### src/rtl/rv32i_multicycle_control_if.sv
// rtl/rv32i_multicycle_control_if.sv - control/datapath/memory signal bundle for the multi-cycle RV32I controller
interface rv32i_multicycle_control_if;
    logic [6:0] opcode;
    logic [2:0] func3;
    logic       zero;
    logic       lt;
    logic       ltu;
    logic       mem_ready;
    logic       mem_req;
    logic       mem_we;
    logic       iord;
    logic       ir_write;
    logic       pc_write;
    logic [1:0] pc_src;
    logic [1:0] alu_src_a;
    logic [1:0] alu_src_b;
    logic [2:0] ALUOp;
    logic       reg_write;
    logic [1:0] result_src;

    modport master (
        input  opcode, func3, zero, lt, ltu, mem_ready,
        output mem_req, mem_we, iord, ir_write, pc_write, pc_src,
               alu_src_a, alu_src_b, ALUOp, reg_write, result_src
    );

    modport slave (
        output opcode, func3, zero, lt, ltu, mem_ready,
        input  mem_req, mem_we, iord, ir_write, pc_write, pc_src,
               alu_src_a, alu_src_b, ALUOp, reg_write, result_src
    );
endinterface

### src/rtl/rv32i_multicycle_control.sv
// rtl/rv32i_multicycle_control.sv - main FSM sequencing fetch/decode/execute/memory/write-back for RV32I
module rv32i_multicycle_control #(
    parameter int CNT_W = 32
) (
    input  logic                        clk,
    input  logic                        rst_n,
    rv32i_multicycle_control_if.master  bus,
    output logic                        retire,
    output logic [CNT_W-1:0]            retire_cnt,
    output logic                        illegal
);

    typedef enum logic [3:0] {
        IDLE, FETCH, DECODE, MEMADR, MEMRD, MEMWB, MEMWR, EXR,
        EXI, ALUWB, BRANCH, JAL, JALR, LUI, AUIPC, TRAP
    } state_t;

    localparam logic [6:0] OP_LOAD   = 7'b0000011;
    localparam logic [6:0] OP_STORE  = 7'b0100011;
    localparam logic [6:0] OP_R      = 7'b0110011;
    localparam logic [6:0] OP_I      = 7'b0010011;
    localparam logic [6:0] OP_BRANCH = 7'b1100011;
    localparam logic [6:0] OP_JAL    = 7'b1101111;
    localparam logic [6:0] OP_JALR   = 7'b1100111;
    localparam logic [6:0] OP_LUI    = 7'b0110111;
    localparam logic [6:0] OP_AUIPC  = 7'b0010111;

    state_t state, state_nxt;
    logic   taken;

    always_ff @(posedge clk or negedge rst_n) begin
        if (!rst_n) begin
            state <= IDLE;
        end else begin
            state <= state_nxt;
        end
    end

    always_ff @(posedge clk or negedge rst_n) begin
        if (!rst_n) begin
            retire_cnt <= '0;
        end else if (retire) begin
            retire_cnt <= retire_cnt + CNT_W'(1);
        end
    end

    // funct3 010/011 are not RV32I branches and simply fall through
    always_comb begin
        taken = 1'b0;
        case (bus.func3)
            3'b000:  taken = bus.zero;
            3'b001:  taken = !bus.zero;
            3'b100:  taken = bus.lt;
            3'b101:  taken = !bus.lt;
            3'b110:  taken = bus.ltu;
            3'b111:  taken = !bus.ltu;
            default: taken = 1'b0;
        endcase
    end

    always_comb begin
        state_nxt      = state;
        bus.mem_req    = 1'b0;
        bus.mem_we     = 1'b0;
        bus.iord       = 1'b0;
        bus.ir_write   = 1'b0;
        bus.pc_write   = 1'b0;
        bus.pc_src     = 2'b00;
        bus.alu_src_a  = 2'b00;
        bus.alu_src_b  = 2'b00;
        bus.ALUOp      = 3'b000;
        bus.reg_write  = 1'b0;
        bus.result_src = 2'b00;
        retire         = 1'b0;
        illegal        = 1'b0;

        case (state)
            IDLE: begin
                state_nxt = FETCH;
            end
            FETCH: begin
                bus.mem_req   = 1'b1;
                bus.alu_src_b = 2'b01;
                if (bus.mem_ready) begin
                    bus.ir_write = 1'b1;
                    bus.pc_write = 1'b1;
                    state_nxt    = DECODE;
                end
            end
            DECODE: begin
                bus.alu_src_a = 2'b10;
                bus.alu_src_b = 2'b10;
                case (bus.opcode)
                    OP_LOAD, OP_STORE: state_nxt = MEMADR;
                    OP_R:              state_nxt = EXR;
                    OP_I:              state_nxt = EXI;
                    OP_BRANCH:         state_nxt = BRANCH;
                    OP_JAL:            state_nxt = JAL;
                    OP_JALR:           state_nxt = JALR;
                    OP_LUI:            state_nxt = LUI;
                    OP_AUIPC:          state_nxt = AUIPC;
                    default:           state_nxt = TRAP;
                endcase
            end
            MEMADR: begin
                bus.alu_src_a = 2'b01;
                bus.alu_src_b = 2'b10;
                state_nxt     = (bus.opcode == OP_LOAD) ? MEMRD : MEMWR;
            end
            MEMRD: begin
                bus.mem_req = 1'b1;
                bus.iord    = 1'b1;
                if (bus.mem_ready) begin
                    state_nxt = MEMWB;
                end
            end
            MEMWB: begin
                bus.reg_write  = 1'b1;
                bus.result_src = 2'b01;
                retire         = 1'b1;
                state_nxt      = FETCH;
            end
            MEMWR: begin
                bus.mem_req = 1'b1;
                bus.mem_we  = 1'b1;
                bus.iord    = 1'b1;
                if (bus.mem_ready) begin
                    retire    = 1'b1;
                    state_nxt = FETCH;
                end
            end
            EXR: begin
                bus.alu_src_a = 2'b01;
                bus.ALUOp     = 3'b010;
                state_nxt     = ALUWB;
            end
            EXI: begin
                bus.alu_src_a = 2'b01;
                bus.alu_src_b = 2'b10;
                bus.ALUOp     = 3'b011;
                state_nxt     = ALUWB;
            end
            ALUWB: begin
                bus.reg_write = 1'b1;
                retire        = 1'b1;
                state_nxt     = FETCH;
            end
            BRANCH: begin
                bus.alu_src_a = 2'b01;
                bus.ALUOp     = 3'b001;
                bus.pc_src    = 2'b01;
                bus.pc_write  = taken;
                retire        = 1'b1;
                state_nxt     = FETCH;
            end
            JAL: begin
                bus.reg_write  = 1'b1;
                bus.result_src = 2'b10;
                bus.pc_write   = 1'b1;
                bus.pc_src     = 2'b01;
                retire         = 1'b1;
                state_nxt      = FETCH;
            end
            JALR: begin
                bus.alu_src_a  = 2'b01;
                bus.alu_src_b  = 2'b10;
                bus.pc_src     = 2'b10;
                bus.pc_write   = 1'b1;
                bus.reg_write  = 1'b1;
                bus.result_src = 2'b10;
                retire         = 1'b1;
                state_nxt      = FETCH;
            end
            LUI: begin
                bus.alu_src_b = 2'b10;
                bus.ALUOp     = 3'b100;
                state_nxt     = ALUWB;
            end
            AUIPC: begin
                bus.alu_src_a = 2'b10;
                bus.alu_src_b = 2'b10;
                state_nxt     = ALUWB;
            end
            TRAP: begin
                illegal = 1'b1;
            end
            default: begin
                state_nxt = IDLE;
            end
        endcase
    end

endmodule

### src/flat_wrapper.sv
// flat-port wrapper written by rule: the top's interface ports become plain ports
module rv32i_multicycle_control_flat 
#(
    parameter int CNT_W = 32
)
  (clk, rst_n, retire, retire_cnt, illegal, bus_opcode, bus_func3, bus_zero, bus_lt, bus_ltu, bus_mem_ready, bus_mem_req, bus_mem_we, bus_iord, bus_ir_write, bus_pc_write, bus_pc_src, bus_alu_src_a, bus_alu_src_b, bus_ALUOp, bus_reg_write, bus_result_src);
  rv32i_multicycle_control_if bus_i ();
  input  logic clk;
  input  logic rst_n;
  output logic retire;
  output logic [CNT_W-1:0] retire_cnt;
  output logic illegal;
  input wire logic [$bits(bus_i.opcode)-1:0] bus_opcode;
  input wire logic [$bits(bus_i.func3)-1:0] bus_func3;
  input wire logic [$bits(bus_i.zero)-1:0] bus_zero;
  input wire logic [$bits(bus_i.lt)-1:0] bus_lt;
  input wire logic [$bits(bus_i.ltu)-1:0] bus_ltu;
  input wire logic [$bits(bus_i.mem_ready)-1:0] bus_mem_ready;
  output wire logic [$bits(bus_i.mem_req)-1:0] bus_mem_req;
  output wire logic [$bits(bus_i.mem_we)-1:0] bus_mem_we;
  output wire logic [$bits(bus_i.iord)-1:0] bus_iord;
  output wire logic [$bits(bus_i.ir_write)-1:0] bus_ir_write;
  output wire logic [$bits(bus_i.pc_write)-1:0] bus_pc_write;
  output wire logic [$bits(bus_i.pc_src)-1:0] bus_pc_src;
  output wire logic [$bits(bus_i.alu_src_a)-1:0] bus_alu_src_a;
  output wire logic [$bits(bus_i.alu_src_b)-1:0] bus_alu_src_b;
  output wire logic [$bits(bus_i.ALUOp)-1:0] bus_ALUOp;
  output wire logic [$bits(bus_i.reg_write)-1:0] bus_reg_write;
  output wire logic [$bits(bus_i.result_src)-1:0] bus_result_src;
  assign bus_i.opcode = bus_opcode;
  assign bus_i.func3 = bus_func3;
  assign bus_i.zero = bus_zero;
  assign bus_i.lt = bus_lt;
  assign bus_i.ltu = bus_ltu;
  assign bus_i.mem_ready = bus_mem_ready;
  assign bus_mem_req = bus_i.mem_req;
  assign bus_mem_we = bus_i.mem_we;
  assign bus_iord = bus_i.iord;
  assign bus_ir_write = bus_i.ir_write;
  assign bus_pc_write = bus_i.pc_write;
  assign bus_pc_src = bus_i.pc_src;
  assign bus_alu_src_a = bus_i.alu_src_a;
  assign bus_alu_src_b = bus_i.alu_src_b;
  assign bus_ALUOp = bus_i.ALUOp;
  assign bus_reg_write = bus_i.reg_write;
  assign bus_result_src = bus_i.result_src;
  rv32i_multicycle_control #(.CNT_W(CNT_W)) u_core (.clk(clk), .rst_n(rst_n), .bus(bus_i), .retire(retire), .retire_cnt(retire_cnt), .illegal(illegal));
endmodule
### config.mk
export PLATFORM = sky130hd
export DESIGN_NAME = rv32i_multicycle_control_flat
export DESIGN_NICKNAME = d
export VERILOG_FILES = /design/src/rtl/rv32i_multicycle_control_if.sv /design/src/rtl/rv32i_multicycle_control.sv /design/src/flat_wrapper.sv
export SDC_FILE = /design/constraint.sdc
export NUM_CORES = 1
export LEC_CHECK = 0
export CORE_MARGIN = 2
export CORE_UTILIZATION = 35
export DETAILED_ROUTE_END_ITERATION = 12
export PLACE_DENSITY = 0.73
export SETUP_SLACK_MARGIN = 0.15
export SYNTH_ARGS = -nofsm -noshare
export SYNTH_HDL_FRONTEND = slang
export SYNTH_SLANG_ARGS = --single-unit
### constraint.sdc
create_clock -name clk -period 2.26 [get_ports clk]
set_input_delay 0.339 -clock clk [delete_from_list [all_inputs] [get_ports clk]]
set_output_delay 0.339 -clock clk [all_outputs]
set_load 0.005 [all_outputs]
==> impl_metrics.yaml <==
run_status:
  status: "completed"
power:
  switching_share_pct: 36.1
  p_int_mw: 1.75
  p_switching_mw: 0.989
  p_comb_share_pct: 50.9
  total_power_mw: 2.74
  p_leak_nw: 1.47
  power.density_nw_per_um2: 862
  power_frac_clock_pct: 17.3
  peakVddDrop_mv: 0.427
  seq_power_share_pct: 31.8
clock_tree:
  cts_hold_buf: 0
  clk_path_buf_depth: 2
  cts_max_level: 2
  cts_buffers: 5
  cts.sinks: 36
  cts_tree: "built"
  clk_latency_ps: 290
  clk_pin_slew_ps: 70
  root_buffer: "clkbuf_8"
placement:
  place_area_um2: 2910
  place_inst: 371
  place_congestion: 0.828
  pre_cts_ws_ps: -121
  place_hpwl_um: 3830
  port_buffers: 66
timing:
  period_minus_slack_ps: 2120
  finalClockSkew_ps: 5.41
  fmax_mhz: 472
  fin_ws_ps: 139
  hold_viol_final: 0
  worstMarginPinSlew_ps: 569
  finalCritPeriodShare_pct: 93.8
  slew_violations: 0
  slew_headroom_pct: 62.0
  setup_viol: 0
  grt_setup_unrepaired: "yes"
finish:
  diodes: 0
  stdcell_count: 392
  drive_above_1_share_pct: 18.3
  area_growth_pct: 49.9
  final_cell_area_um2: 3170
  utilization_pct: 53.9
  final_net_count: 333
  fill_cells: 533
critical_path:
  crit_chain: "buf_4 > nand2b_2 > nor2_2 > clkdlybuf4s50_1"
  slowest_delay_ps: 500
  cp.arrival_ps: 1780
  worstPathMaxFanout: 6
  startpoint_type: "flip-flop"
  slowest_stage: "clkdlybuf4s50_1"
  path_class: "flip-flop to primary output"
  cp-end-kind: "primary output"
  reg2reg_depth: 6
  cp.required_ps: 1920
die:
  design.die.area_um2: 6690
  rows: 28
  io-pin-count: 67
  die_h_um: 81.8
  coreArea_um2: 5890
  chipWidth_um: 81.8
  start_util_pct: 36.0
yosys:
  yosysUniqueCellTypes: 49
  yosys_register_bits: 36
  yosysWarnings: 0
  synth_cells: 225
  synth_flop_cell: "dfrtp_1"
  syn_avg_cell_area_um2: 9.41
  synth_area_um2: 2120
  synth_edf_count: 0
  synth_nets: 242
  synthArstFlopShare_pct: 100
  seq_area_frac_synth_pct: 42.5
detailed_routing:
  finalWirelength_um: 5380
  vias_per_cell: 5.26
  dr.pass1.iters: 4
  wl_per_cell_um: 13.7
  num_vias: 2063
  drt_iter0_drc: 93
  drtAntennaViolNets: 0
  drc: 0
grt:
  grt_max_degree: 37
  track_usage_pct: 17.0
  antenna_found_initial: 0
  gr-total-overflow: 0
  grt_pass1_vias: 1961
  grt_pass1_wl_um: 8940
worst_hold_path:
  hold_class: "input pin to asynchronous set/reset pin"
flow_run:
  max_cap_violations: 0
[per-stage QoR]
stage / setup TNS (ps) / hold WS, ps
floorplan: 0 / 43.4
finish: 0 / 462
global placement: -86.0 / 460
global route: 0 / 514
detailed placement: -121 / 477
CTS: 0 / 482
[critical path, delay by kind of cell, from the launching register on]
kind / cells / cell delay, ps
buf+inv: 2 / 670
flops: 1 / 450
simple gates: 2 / 370
[state kept, by name, summed over array words and instances, names as in the netlist]
| register | cells |
|---|---|
| u_core.state | 4 |
| u_core.retire_cnt | 32 |
[cell usage in the layout, fill, tap and decap left out, types with 2 or more instances in the layout]
master	instances
o31ai_1	2
and2_1	2
clkinv_2	2
dlymetal6s2s_1	4
mux2_2	2
nor3_1	7
inv_1	2
clkbuf_8	6
a31oi_1	2
o22ai_1	2
and4_1	3
dfrtp_1	33
nand2_1	27
nand2b_1	2
nor2_1	17
and3b_1	2
nand4_1	10
nor4_1	3
buf_4	21
o21ai_1	2
nand2b_4	2
nand3_1	5
nor4b_1	2
inv_2	2
clkbuf_2	2
clkdlybuf4s50_1	54
nor2b_2	2
xor2_1	19
xnor2_1	16
o21a_1	2
nor2_2	3
dfrtp_2	3
dlygate4sd2_1	6
buf_6	3
o21ai_0	6
and3_1	6
a21oi_1	6
[power groups by stage]
stage                     Clock, mW  Sequential [mW]  Combinational, mW
after CTS                     0.484            0.877               1.25
final                         0.472            0.871               1.39
after global placement            0            0.886               1.16
after global routing          0.509            0.883               1.54
after floorplan                   0            0.835              0.631
after detailed placement          0            0.892               1.16
[per-layer routing]
metal  part of all wire, %  up-vias  routed length (µm)  global-route usage [%]
met5                     0        -                   0                       0
met3                   7.2        7                 387                    3.19
met4                   1.7        0                  93                    6.83
li1                      -      989                   -                       -
met2                    49       82                2610                    28.6
met1                    43      985                2290                    21.6
[path summary, 6_finish.rpt]
kind / from / endpoint / slack, ps
setup / recovery: u_core.state[3] / bus_mem_we / 140
hold / removal: rst_n / u_core.retire_cnt[30] / 460
setup reg to reg: u_core.state[3] / u_core.retire_cnt[14] / 310
hold reg to reg: u_core.retire_cnt[31] / u_core.retire_cnt[31] / 480
max in group asynchronous: rst_n / u_core.state[1] / 1460
min in group clk: u_core.retire_cnt[31] / u_core.retire_cnt[31] / 480
[layout make-up]
| class | count | area (µm²) | share of cell area (%) |
|---|---|---|---|
| clock inverters | 2 | 10.0 | 0.315 |
| clock buffers | 6 | 82.6 | 2.60 |
| well taps | 75 | 93.8 | 2.96 |
| repair buffers | 91 | 865 | 27.2 |
| multi-input cells | 178 | 1200 | 37.9 |
| flip-flops and latches | 36 | 905 | 28.5 |
| inverters | 4 | 15.0 | 0.473 |
[cells by family after synthesis]
group                    Yosys count  synth area share, %
AND/OR/NAND/NOR                  104                 26.4
flip-flops                        36                 42.5
XOR/XNOR                          35                 14.5
AO/OA/AOI/OAI                     34                 11.0
buffers and inverters             11                 3.01
multiplexers                       3                 1.54
adder cells (fa/ha/maj)            2                 1.06
[timing repair]
item,4_1_cts,5_1_grt
pin swaps,3,4
cloned,0,0
gates resized for setup,19,18
endpoints found under the setup margin,15,12
setup buffers,6,7
[Yosys cell counts, types with 3 or more instances]
| cell | number | share of area (%) |
|---|---|---|
| xor2_1 | 19 | 7.9 |
| nor2_1 | 20 | 3.5 |
| a21oi_1 | 6 | 1.4 |
| clkbuf_1 | 4 | 0.71 |
| and4_1 | 3 | 1.2 |
| o21ai_0 | 8 | 1.9 |
| xnor2_1 | 16 | 6.6 |
| nor4_1 | 3 | 0.89 |
| nand4_1 | 10 | 3.0 |
| nand2b_1 | 5 | 1.5 |
| nand2_1 | 27 | 4.8 |
| and3_1 | 7 | 2.1 |
| dfrtp_1 | 36 | 43 |
| buf_6 | 3 | 1.6 |
| nor3_1 | 8 | 1.9 |
| nand3_1 | 5 | 1.2 |
Note: power is estimated with default switching activity, not from simulation.
